===== src/rtl/index_walker_down.sv =====
// Descending (row, col) index generator for reverse-order matrix sweeps.
// Supports full-rectangle and upper-triangular (col >= row) traversal over a valid/ready stream.
module index_walker_down #(
    parameter int WIDTH = 8
) (
    input  logic             clk,
    input  logic             rst,
    input  logic             start,
    input  logic             abort,
    input  logic             upper,
    input  logic [WIDTH-1:0] last_row,
    input  logic [WIDTH-1:0] last_col,
    output logic             out_valid,
    input  logic             out_ready,
    output logic [WIDTH-1:0] row,
    output logic [WIDTH-1:0] col,
    output logic             row_end,
    output logic             sweep_end,
    output logic             busy,
    output logic             done
);

    // state | meaning
    // IDLE  | no sweep active; waits for start (abort has priority)
    // RUN   | emitting pairs; advances on each handshake
    typedef enum logic {IDLE = 1'b0, RUN = 1'b1} state_t;

    state_t           state_q, state_d;
    logic [WIDTH-1:0] row_q, row_d;
    logic [WIDTH-1:0] col_q, col_d;
    logic [WIDTH-1:0] last_col_q, last_col_d;
    logic             upper_q, upper_d;
    logic             done_q, done_d;
    logic [WIDTH-1:0] col_min;
    logic             handshake;

    assign out_valid = (state_q == RUN);
    assign busy      = (state_q == RUN);
    assign done      = done_q;
    assign row       = row_q;
    assign col       = col_q;
    assign col_min   = upper_q ? row_q : '0;
    assign row_end   = out_valid && (col_q == col_min);
    assign sweep_end = row_end && (row_q == '0);
    assign handshake = out_valid && out_ready;

    always_comb begin
        state_d    = state_q;
        row_d      = row_q;
        col_d      = col_q;
        last_col_d = last_col_q;
        upper_d    = upper_q;
        done_d     = 1'b0;
        case (state_q)
            IDLE: begin
                if (start && !abort) begin
                    state_d    = RUN;
                    upper_d    = upper;
                    last_col_d = last_col;
                    col_d      = last_col;
                    // Upper sweeps clamp the row bound so the first row is never empty.
                    row_d      = (upper && (last_row > last_col)) ? last_col : last_row;
                end
            end
            RUN: begin
                if (abort) begin
                    state_d = IDLE;
                end else if (handshake) begin
                    if (sweep_end) begin
                        state_d = IDLE;
                        done_d  = 1'b1;
                    end else if (row_end) begin
                        row_d = row_q - 1'b1;
                        col_d = last_col_q;
                    end else begin
                        col_d = col_q - 1'b1;
                    end
                end
            end
            default: state_d = IDLE;
        endcase
    end

    always_ff @(posedge clk) begin
        if (rst) begin
            state_q    <= IDLE;
            row_q      <= '0;
            col_q      <= '0;
            last_col_q <= '0;
            upper_q    <= 1'b0;
            done_q     <= 1'b0;
        end else begin
            state_q    <= state_d;
            row_q      <= row_d;
            col_q      <= col_d;
            last_col_q <= last_col_d;
            upper_q    <= upper_d;
            done_q     <= done_d;
        end
    end

endmodule


===== config.mk =====
export PLATFORM = sky130hd
export DESIGN_NAME = index_walker_down
export DESIGN_NICKNAME = d
export VERILOG_FILES = /design/src/rtl/index_walker_down.sv
export SDC_FILE = /design/constraint.sdc
export NUM_CORES = 1
export LEC_CHECK = 0
export ABC_AREA = 0
export BUFFER_PORTS_ARGS = -buffer_cell sky130_fd_sc_hd__buf_2
export CORE_UTILIZATION = 60
export DETAILED_ROUTE_END_ITERATION = 16
export GPL_TIMING_DRIVEN = 0
export HOLD_SLACK_MARGIN = 0.1
export PLACE_DENSITY = 0.92
export SLEW_MARGIN = 20
export SYNTH_ARGS = -nofsm -noshare
export SYNTH_HDL_FRONTEND = slang
export SYNTH_SLANG_ARGS = --single-unit
export TNS_END_PERCENT = 100

===== constraint.sdc =====
create_clock -name clk -period 4.3 [get_ports clk]
set_input_delay 0.86 -clock clk [delete_from_list [all_inputs] [get_ports clk]]
set_output_delay 0.86 -clock clk [all_outputs]
set_load 0.02 [all_outputs]

==> results of run 1 <==
flip-flops by register name (all words and copies together) (netlist names):
register and count:
last_col_q 8, done 1, col 8, busy 1, upper_q 1, row 8
worst max-delay path: cells and delay by family (launching register included):
kind	cells	cell delay, ps
flip-flops	1	540
buffers and inverters	1	210
AND/OR/NAND/NOR	3	710
AO/OA/AOI/OAI	2	530
cell type report:
class	count	area, um^2	share of cell area
tap	46	57.56	0.02371
timing repair buffer	42	210.2	0.08660
sequential	27	540.5	0.2227
buffer	16	80.08	0.03299
inverter	16	60.06	0.02474
clock buffer	4	26.28	0.01082
multi-input combinational	213	1453	0.5985
final timing paths:
kind                      start       endpoint  slack (ps)
setup reg to reg         col[6]         col[0]        2210
hold reg to reg   last_col_q[2]  last_col_q[2]         470
setup / recovery         col[6]      sweep_end        1110
hold / removal    last_col_q[2]  last_col_q[2]         470
stage by stage:
stage	util	total power, uW	area [um^2]	hold WS, ps	std cells
2_1_floorplan	-	496.0	2133	432.0	272
3_3_place_gp	0.7139	565.9	2401	443.6	360
3_5_place_dp	0.7139	574.0	2401	451.4	360
4_1_cts	0.7217	684.1	2427	470.6	364
5_1_grt	0.7217	731.3	2427	493.3	364
6_report	0.7217	692.5	2427	472.0	364
where the power goes:
group          internal (uW)  leakage (uW)  switching [uW]  total, uW
Sequential               267      0.000221            25.9        293
Clock                   36.3     0.0000150            81.2        118
Combinational            107      0.000804             175        282
cell families after synthesis:
group	count (synthesis)	share of synthesized area
adder cells (fa/ha/maj)	11	0.06452
multiplexers	7	0.03343
flip-flops	27	0.2534
AO/OA/AOI/OAI	90	0.3138
AND/OR/NAND/NOR	98	0.2405
buffers and inverters	32	0.06569
XOR/XNOR	7	0.02874
cell usage after synthesis (all sizes together) (3+ instances only):
master and n:
nand4 3, mux2i 6, a22oi 3, and3 4, o21ai 15, nor3 11, a31oi 6, and4bb 3
a21o 3, inv 15, nand2 36, nand3 10, or3 7, a21oi 22, a211oi 4, a31o 4
o21a 5, o311ai 4, xnor2 5, o211ai 5, buf 8, o2bb2ai 3, clkbuf 8, dfxtp 27
nor2 15, ha 11, nand2b 3
per-layer routing:
metal,routed length (um),track usage,up-vias
li1,-,-,1102
met1,2510,0.4529,1101
met2,2857,0.5883,103
met3,504,0.04412,14
met4,143,0.1048,0
met5,0,0,-
==> summary.txt, run 1 <==
Run status
  • Outcome: finished clean

Timing
  • Clk_skew: around 12 ps
  • Tmin final: 3189 ps
  • Max-slew headroom: 0.6239
  • FMAX: 0.3136 GHz
  • Final worst-path setup slack: 1111 ps
  • Worst slew pin tran: ~560 ps
  • Setup_tns: 0 ps
  • Setup violations, final: 0
  • Final Hold Fails: 0
  • Final slew viol count: 0
  • Unrepaired setup endpoints after global routing: no
  • Period Utilization, post-route: 0.7415

Place
  • Placer Congestion: approximately 0.94
  • Pre-CTS WS: approximately 1400 ps
  • Port-buffer cells: 42
  • DP HPWL: 4604 um

Clock tree
  • CTS clk-pin slew, worst paths: about 150 ps
  • H-tree depth: 1
  • Clk sink count: 27
  • Num CTS Buffers: 3
  • CTS tree: yes
  • Post-CTS Setup Bufs: 0
  • Clock buffer depth: 2
  • Root Driver: clkbuf_4
  • Post-CTS Hold Fix Bufs: 0
  • Worst skew pair latency: 330 ps
  • Post-CTS Resized: 0

Global routing
  • Number of global-route vias before repair: approximately 2.1k
  • Global Route Usage Sum: 0.3451
  • Global-route wire length before repair: 9528 um
  • Gr ovfl total: 0
  • Antenna violations before repair: 0
  • Largest net degree at the start of global routing: 15

Worst setup path
  • R2R cell count: 7
  • WP data arrival: about 2300 ps
  • Critical Path RT: 3440 ps
  • Critical path class: reg -> out
  • Worst-path cell chain: and4bb_1 > a22oi_2 > a22oi_4 > nand2_2 > nor3_2 > buf_2
  • Slowest cell delay on critical path: 540 ps
  • Worst setup SP type: flip-flop
  • Crit path max fanout: 10
  • Slowest CP cell: dfxtp_1
  • Setup crit end kind: primary output

Power
  • Pwr Density: about 290 mW/mm^2
  • Worst vdd ir: 0.0001806 V
  • P_leak: 0.001040 uW

Drt
  • Wire per inst: 16.53 um
  • Drt first pass iters: 6
  • Via count: about 2.3k
  • Starting DRT DRC Count: about 250
  • Antenna viol nets, final: 0
  • Vias/cell: ~6.4
  • DRC viols: 0
  • Final Routed Wirelength: 6017 um

Run
  • Number of max-cap violations: 0

Layout
  • Layout cells sized above 1: 0.2233
  • Most common cell after layout, fill and taps aside: buf_2
  • Most frequent cells in the layout: buf_2, nand2_1, dfxtp_1, a21oi_1, inv_1
  • Layout area overhead: 13.78%
  • # fillers: 299
  • Nets: ~350
  • Antenna Cells: 0

Yosys
  • Sequential fraction of the synthesis area: 0.2534
  • Register bit total from synthesis: 27
  • Synth warn: 0
  • Synth Cell Area: 0.002133 mm^2
  • Yosys cell types: 59
  • Area contributors post-synth: dfxtp_1, ha_1, nand2_1
  • Cell taking the most area after synthesis: dfxtp_1
  • Ys flop type: dfxtp_1
  • Post-synth EDFFs: 0
  • Post-Syn Nets: 305
  • Synthesized area per cell: 7.843 um^2
  • Synth top area share: 0.2534
  • Asr flop ratio synth: 0
  • Gate Count Post-Synth: roughly 270

Worst hold path
  • Hold Crit Depth: 2
  • Class of the worst hold path: reg -> reg

Die
  • Std-Cell Rows: 21
  • Starting Density: 0.6343
  • Core area: 0.003363 mm^2
  • I/O pin count: 43
  • Die X: a little over 60 um
  • Die area: 0.003798 mm^2
  • Die height: 61.63 um
Note: power is estimated with default switching activity, not from simulation.
==> inputs of run 2 (changes only) <==
--- a/config.mk
+++ b/config.mk
@@ -7,11 +7,11 @@
 export LEC_CHECK = 0
 export ABC_AREA = 0
 export BUFFER_PORTS_ARGS = -buffer_cell sky130_fd_sc_hd__buf_2
-export CORE_UTILIZATION = 60
+export CORE_UTILIZATION = 55
 export DETAILED_ROUTE_END_ITERATION = 16
 export GPL_TIMING_DRIVEN = 0
 export HOLD_SLACK_MARGIN = 0.1
-export PLACE_DENSITY = 0.92
+export PLACE_DENSITY = 0.86
 export SLEW_MARGIN = 20
 export SYNTH_ARGS = -nofsm -noshare
 export SYNTH_HDL_FRONTEND = slang
==> constraint.sdc (replaced) <==
create_clock -name clk -period 3.2 [get_ports clk]
set_input_delay 0.64 -clock clk [delete_from_list [all_inputs] [get_ports clk]]
set_output_delay 0.64 -clock clk [all_outputs]
set_load 0.02 [all_outputs]
==> run 2 against run 1 <==
Global-route usage down 2.3 points. Non-clock buffer count unchanged. Clock power up 75%. Clock-buffer cell count unchanged. Sequential share of layout area down 0.19 points. Via count down 2.8%. Critical path depth up 1. Register-to-register slack worse by 1000 ps. Critical path type unchanged.
==> summary.txt, run 2 (synthesized netlist as in run 1, its figures left out) <==
Timing
  • Setup_tns: 0 ps (unchanged)
  • Max-slew headroom: 0.6375 (was 0.6239)
  • Final Hold Fails: 0 (unchanged)
  • FMAX: 0.3567 GHz
  • Worst slew pin tran: 543.7 ps (was 564.2 ps)
  • Unrepaired setup endpoints after global routing: no (unchanged)
  • Setup violations, final: 0 (unchanged)
  • Final slew viol count: 0 (unchanged)
  • Tmin final: 2803 ps
  • Hold_ws: 454.7 ps (was 472.0 ps)
  • Clk_skew: 10.17 ps (was 11.94 ps)
  • Final worst-path setup slack: 396.5 ps (was 1111 ps)
  • Period Utilization, post-route: 0.8761

Drt
  • Final Routed Wirelength: 6220 um (was 6017 um)
  • Drt first pass iters: 5 (was 6)
  • Vias/cell: 6.161 (was 6.374)
  • Starting DRT DRC Count: 202 (was 246)
  • Antenna viol nets, final: 0 (unchanged)
  • DRC viols: 0 (unchanged)
  • Via count: 2255 (was 2320)
  • Wire per inst: 16.99 um (was 16.53 um)

Clock tree
  • Clock buffer depth: 2 (unchanged)
  • Post-CTS Setup Bufs: 0 (unchanged)
  • Num CTS Buffers: 3 (unchanged)
  • Worst skew pair latency: 280 ps (was 330 ps)
  • Root Driver: clkbuf_8 (was clkbuf_4)
  • Clk sink count: 27 (unchanged)
  • Post-CTS Resized: 0 (unchanged)
  • Post-CTS Hold Fix Bufs: 0 (unchanged)
  • H-tree depth: 1 (unchanged)
  • CTS tree: yes (unchanged)
  • CTS clk-pin slew, worst paths: 100 ps (was 150 ps)

Place
  • Placer Congestion: 0.9295 (was 0.9411)
  • Port-buffer cells: 42 (unchanged)
  • Pre-CTS WS: 576.3 ps (was 1433 ps)
  • Placed Cells: 362 (was 360)
  • DP HPWL: 4752 um (was 4604 um)

Global routing
  • Number of global-route vias before repair: 2052 (was 2096)
  • Largest net degree at the start of global routing: 15 (unchanged)
  • Gr ovfl total: 0 (unchanged)
  • Global Route Usage Sum: 0.3219 (was 0.3451)
  • Global-route wire length before repair: 10260 um (was 9528 um)
  • Antenna violations before repair: 0 (unchanged)

Power
  • Pwr Density: 400.8 mW/mm^2 (was 285.3 mW/mm^2)
  • Gate power share: 0.389 (was 0.407)
  • Clock network power share: 0.211 (was 0.170)
  • Final Total Pwr: 981.4 uW (was 692.5 uW)
  • Net Sw Frac: 0.3968 (was 0.4070)
  • Seq pwr share: 0.400 (was 0.423)
  • P_leak: 0.001048 uW (was 0.001040 uW)
  • Internal power: 592.0 uW (was 410.6 uW)
  • Net Switching: 389.4 uW (was 281.9 uW)
  • Worst vdd ir: 0.0002370 V (was 0.0001806 V)

Worst setup path
  • Slowest cell delay on critical path: 400 ps (was 540 ps)
  • WP data arrival: 2160 ps (was 2330 ps)
  • Worst-path cell chain: buf_2 > and3_1 > a22oi_2 > a22oi_4 > nand2_2 > nor3_2 > buf_2 (was and4bb_1 > a22oi_2 > a22oi_4 > nand2_2 > nor3_2 > buf_2)
  • Worst setup SP type: flip-flop (unchanged)
  • Slowest CP cell: a22oi_4 (was dfxtp_1)
  • Crit. path cell count: 7 (was 6)
  • Setup crit end kind: primary output (unchanged)
  • Critical path class: reg -> out (unchanged)
  • Critical Path RT: 2560 ps (was 3440 ps)
  • Buf+Inv Stages, Crit Path: 2 (was 1)
  • Cell mode on critical path: buf_2
  • Critical path's top delay family: simple AND/OR/NAND/NOR gates (unchanged)
  • R2R cell count: 6 (was 7)
  • Crit path max fanout: 10 (unchanged)

Layout
  • Layout area overhead: 14.78% (was 13.78%)
  • Most frequent cells in the layout: buf_2, nand2_1, dfxtp_1, a21oi_1, inv_1 (unchanged)
  • Area of the multi-input gates: 0.001453 mm^2 (unchanged)
  • Non-Filler Instances: 366 (was 364)
  • # fillers: 354 (was 299)
  • Most common cell after layout, fill and taps aside: buf_2 (unchanged)
  • FF/Latch Area: 540.5 um^2 (unchanged)
  • Antenna Cells: 0 (unchanged)
  • Nets: 352 (unchanged)
  • Layout cells sized above 1: 0.2233 (unchanged)

Worst hold path
  • Class of the worst hold path: reg -> reg (unchanged)
  • Hold Crit Depth: 2 (unchanged)

Run status
  • Outcome: finished clean (unchanged)

Run
  • Number of max-cap violations: 0 (unchanged)

Die
  • Std-Cell Rows: 22 (was 21)
  • Die X: 64.28 um (was 61.63 um)
  • Starting Density: 0.5784 (was 0.6343)
  • Die height: 64.28 um (was 61.63 um)
  • I/O pin count: 43 (unchanged)
  • Die area: 0.004132 mm^2 (was 0.003798 mm^2)
  • Core area: 0.003689 mm^2 (was 0.003363 mm^2)
==> run 2: worst paths after layout <==
| kind | startpoint | to | slack [ps] |
|---|---|---|---|
| min | last_col_q[1] | last_col_q[1] | 450 |
| max | upper_q | sweep_end | 400 |
| min reg2reg | last_col_q[1] | last_col_q[1] | 450 |
| max reg2reg | col[3] | col[5] | 1180 |
==> run 2: final cells by class <==
cell class                      count  share of cell area
Multi-Input combinational cell    213              0.5933
Sequential cell                    27              0.2207
Timing Repair Buffer               42             0.08585
Buffer                             16             0.03270
Inverter                           16             0.02453
Tap cell                           48             0.02453
Clock buffer                        4             0.01840
==> run 2: per-layer routing <==
| metal | GRT usage | part of all wire | wire [um] |
|---|---|---|---|
| met2 | 0.5395 | 0.48 | 2983 |
| met4 | 0.07500 | 0.012 | 72 |
| met5 | 0 | 0 | 0 |
| met3 | 0.03571 | 0.089 | 551 |
| met1 | 0.4377 | 0.42 | 2613 |
==> run 2: through the flow <==
| step | area [um^2] | util |
|---|---|---|
| finish | 2449 | 0.6638 |
| global route | 2449 | 0.6638 |
| CTS | 2449 | 0.6638 |
| detailed placement | 2404 | 0.6516 |
| global placement | 2404 | 0.6516 |
| floorplan | 2133 | - |
==> run 2: power groups by stage <==
stage                     registers (uW)  clock network (uW)  logic [uW]
final                                393                 207         381
after global routing                 397                 224         417
after CTS                            391                 200         374
after detailed placement             399                   0         373
after global placement               399                   0         365
after floorplan                      411                   0         256
==> run 2: worst reg2reg max path, stage by stage, from the launching register on <==
cell and delay, ps:
dfxtp_1 530, and4bb_1 240, a22oi_2 250, a22o_1 330, nor2_2 120, o311ai_0 340, o2bb2ai_1 150
==> inputs of run 3 (changes only) <==
--- a/config.mk
+++ b/config.mk
@@ -5,13 +5,14 @@
 export SDC_FILE = /design/constraint.sdc
 export NUM_CORES = 1
 export LEC_CHECK = 0
-export ABC_AREA = 0
+export ABC_AREA = 1
 export BUFFER_PORTS_ARGS = -buffer_cell sky130_fd_sc_hd__buf_2
-export CORE_UTILIZATION = 55
+export CORE_UTILIZATION = 56
 export DETAILED_ROUTE_END_ITERATION = 16
 export GPL_TIMING_DRIVEN = 0
 export HOLD_SLACK_MARGIN = 0.1
-export PLACE_DENSITY = 0.86
+export MAX_ROUTING_LAYER = met4
+export PLACE_DENSITY = 0.87
 export SLEW_MARGIN = 20
 export SYNTH_ARGS = -nofsm -noshare
 export SYNTH_HDL_FRONTEND = slang
==> run 3 against run 2 <==
Non-clock buffer count fell by 3. First-iteration DRC count fell by 4.0%. Final area rose by 5.4%. Clock skew rose by 1.0 ps. Die area rose by 4.1%. Flip-flop and latch count did not move. Register-to-register slack improved by 110 ps. Routed wire length fell by 7.6%. Worst setup slack improved by 260 ps. Cell count rose by 23%. Critical path type unchanged.
==> summary.txt, run 3 <==
Timing
  • Tmin final: 2540 ps (was 2803 ps)
  • FMAX: 0.3937 GHz (was 0.3567 GHz)
  • Final worst-path setup slack: 659.9 ps (was 396.5 ps)
  • Worst slew pin tran: 621.6 ps (was 543.7 ps)
  • Max-slew headroom: 0.5847 (was 0.6375)
  • Final slew viol count: 0 (unchanged)
  • Unrepaired setup endpoints after global routing: no (unchanged)
  • Clk_skew: 11.18 ps (was 10.17 ps)
  • Setup violations, final: 0 (unchanged)
  • Period Utilization, post-route: 0.7938 (was 0.8761)
  • Final Hold Fails: 0 (unchanged)
  • Setup_tns: 0 ps (unchanged)

Power
  • Worst vdd ir: 0.0002008 V (was 0.0002370 V)
  • Pwr Density: 391.4 mW/mm^2 (was 400.8 mW/mm^2)
  • Internal power: 597.6 uW (was 592.0 uW)
  • Gate power share: 0.413 (was 0.389)
  • Seq pwr share: 0.390 (was 0.400)
  • Clock network power share: 0.197 (was 0.211)
  • Net Sw Frac: 0.4085 (was 0.3968)
  • P_leak: 0.001353 uW (was 0.001048 uW)
  • Net Switching: 412.7 uW (was 389.4 uW)

Drt
  • Wire per inst: 12.74 um (was 16.99 um)
  • Starting DRT DRC Count: 194 (was 202)
  • DRC viols: 0 (unchanged)
  • Final Routed Wirelength: 5746 um (was 6220 um)
  • Via count: 2424 (was 2255)
  • Drt first pass iters: 4 (was 5)
  • Vias/cell: 5.375 (was 6.161)
  • Antenna viol nets, final: 0 (unchanged)

Layout
  • Finished Core Util: 0.6845 (was 0.6638)
  • Antenna Cells: 0 (unchanged)
  • Final Cell Area: 0.002581 mm^2 (was 0.002449 mm^2)
  • Nets: 437 (was 352)
  • Most common cell after layout, fill and taps aside: nand2_1 (was buf_2)
  • Non-Filler Instances: 451 (was 366)
  • Most frequent cells in the layout: nand2_1, inv_1, nor2_1, buf_2, nand3_1 (was buf_2, nand2_1, dfxtp_1, a21oi_1, inv_1)
  • Layout cells sized above 1: 0.1960 (was 0.2233)
  • Layout area overhead: 13.98% (was 14.78%)
  • # fillers: 353 (was 354)

Place
  • Placed Cells: 447 (was 362)
  • DP HPWL: 4534 um (was 4752 um)
  • Port-buffer cells: 42 (unchanged)
  • Placed instance area: 0.002535 mm^2 (was 0.002404 mm^2)
  • Pre-CTS WS: 650.7 ps (was 576.3 ps)
  • Placer Congestion: 0.8745 (was 0.9295)

Worst setup path
  • Critical path's top delay family: simple AND/OR/NAND/NOR gates (unchanged)
  • Worst-path cell chain: buf_6 > buf_8 > nand3_1 > nand2_2 > nand2_4 > nor2_8 > nand4_4 > inv_1 > buf_2 (was buf_2 > and3_1 > a22oi_2 > a22oi_4 > nand2_2 > nor3_2 > buf_2)
  • Slowest CP cell: dfxtp_1 (was a22oi_4)
  • Critical Path RT: 2560 ps (about the same)
  • Worst setup SP type: flip-flop (unchanged)
  • Critical path class: reg -> out (unchanged)
  • Crit path max fanout: 10 (unchanged)
  • Setup crit end kind: primary output (unchanged)
  • Buf+Inv Stages, Crit Path: 4 (was 2)
  • Slowest cell delay on critical path: 340 ps (was 400 ps)
  • WP data arrival: 1900 ps (was 2160 ps)

Clock tree
  • Worst skew pair latency: 280 ps (about the same)
  • Clock buffer depth: 2 (unchanged)
  • Post-CTS Hold Fix Bufs: 0 (unchanged)
  • CTS clk-pin slew, worst paths: 100 ps (about the same)
  • Root Driver: clkbuf_8 (unchanged)
  • CTS tree: yes (unchanged)
  • H-tree depth: 1 (unchanged)
  • Clk sink count: 27 (unchanged)
  • Num CTS Buffers: 3 (unchanged)
  • Post-CTS Setup Bufs: 0 (unchanged)
  • Post-CTS Resized: 0 (unchanged)

Die
  • Die height: 65.59 um (was 64.28 um)
  • Core area: 0.003771 mm^2 (was 0.003689 mm^2)
  • Std-Cell Rows: 22 (unchanged)
  • Die area: 0.004302 mm^2 (was 0.004132 mm^2)
  • I/O pin count: 43 (unchanged)
  • Starting Density: 0.6005 (was 0.5784)
  • Die X: 65.59 um (was 64.28 um)

Yosys
  • Synthesized area per cell: 6.344 um^2 (was 7.843 um^2)
  • Post-synthesis compound-gate area fraction: 0.07514 (was 0.3138)
  • Area contributors post-synth: dfxtp_1, nand2_1, nand3_1 (was dfxtp_1, ha_1, nand2_1)
  • Yosys cell types: 28 (was 59)
  • Commonest cells post-synth: nand2_1, inv_1, nor2_1, nand3_1, dfxtp_1 (was nand2_1, dfxtp_1, a21oi_1, inv_1, nor2_1)
  • Sequential fraction of the synthesis area: 0.2387 (was 0.2534)
  • Cell taking the most area after synthesis: dfxtp_1 (unchanged)
  • XOR/XNOR share of the synthesized area: 0.02320 (was 0.02874)
  • Synth Area in Adders: 0.06077 (was 0.06452)
  • Post-synthesis mux area share: 0 (was 0.03343)
  • Post-Synth Simple-Gate Area: 0.4862 (was 0.2405)
  • Synth top area share: 0.2387 (was 0.2534)
  • Post-Syn Nets: 390 (was 305)
  • Post-synth EDFFs: 0 (unchanged)
  • Most numerous cell in the Yosys netlist: nand2_1 (unchanged)
  • Synth Cell Area: 0.002265 mm^2 (was 0.002133 mm^2)
  • Synth warn: 0 (unchanged)
  • Register bit total from synthesis: 27 (unchanged)
  • Ys flop type: dfxtp_1 (unchanged)
  • Gate Count Post-Synth: 357 (was 272)
  • Main combinational cell family by area after synthesis: simple AND/OR/NAND/NOR gates (was compound AO/OA/AOI/OAI gates)
  • Asr flop ratio synth: 0 (unchanged)

Global routing
  • Global-route wire length before repair: 9646 um (was 10260 um)
  • Number of global-route vias before repair: 2211 (was 2052)
  • Antenna violations before repair: 0 (unchanged)
  • Global Route Usage Sum: 0.2984 (was 0.3219)
  • Gr ovfl total: 0 (unchanged)
  • Largest net degree at the start of global routing: 16 (was 15)

Run
  • Number of max-cap violations: 0 (unchanged)

Worst hold path
  • Class of the worst hold path: reg -> reg (unchanged)

Run status
  • Outcome: finished clean (unchanged)
[run 3: cells by family after synthesis]
kind of cell,count (synthesis)
AOI/OAI and AO/OA,33
xor gates and xnor gates,6
adders and majority gates,11
buffers and inverters,59
DFF,27
and+or+nand+nor,221
[run 3: power by group through the flow]
stage | Sequential (uW) | Combinational (uW) | Clock (uW)
after CTS | 394 | 414 | 202
after detailed placement | 402 | 412 | 0
after floorplan | 417 | 293 | 0
final | 394 | 417 | 199
after global placement | 400 | 406 | 0
after global routing | 397 | 466 | 212
[run 3: through the flow]
stage	total power [uW]	hold WS, ps
detailed placement	813.6	436.3
CTS	1010	451.3
global placement	805.5	433.7
finish	1010	455.9
floorplan	709.5	423.4
global route	1076	472.6
[run 3: path summary, 6_finish.rpt]
kind / from / endpoint / slack (ps) / depth (start not counted)
hold reg to reg: last_col_q[0] / last_col_q[0] / 460 / 2
hold / removal: last_col_q[0] / last_col_q[0] / 460 / 2
setup / recovery: upper_q / sweep_end / 660 / 9
setup reg to reg: upper_q / col[5] / 1290 / 12
[run 3: worst register-to-register path: cells and delay by family (launching register included)]
kind	cells	cell delay [ps]
buffers and inverters	3	420
and+or+nand+nor	9	1020
DFF	1	340
[run 3: cell type report]
type	count	area, um^2	share of cell area
buffer	13	90.09	0.03490
clock buffer	3	41.29	0.01600
clock inverter	1	5.005	0.001939
inverter	46	172.7	0.06689
multi-input combinational	271	1461	0.5662
sequential	27	540.5	0.2094
tap	48	60.06	0.02327
timing repair buffer	42	210.2	0.08143
[run 3: layer usage]
layer	vias to the layer above	global-route usage	routed length, um
li1	1235	-	-
met1	1093	0.3608	2511
met2	88	0.5206	2845
met3	8	0.02257	306
met4	0	0.1005	81
met5	-	-	0
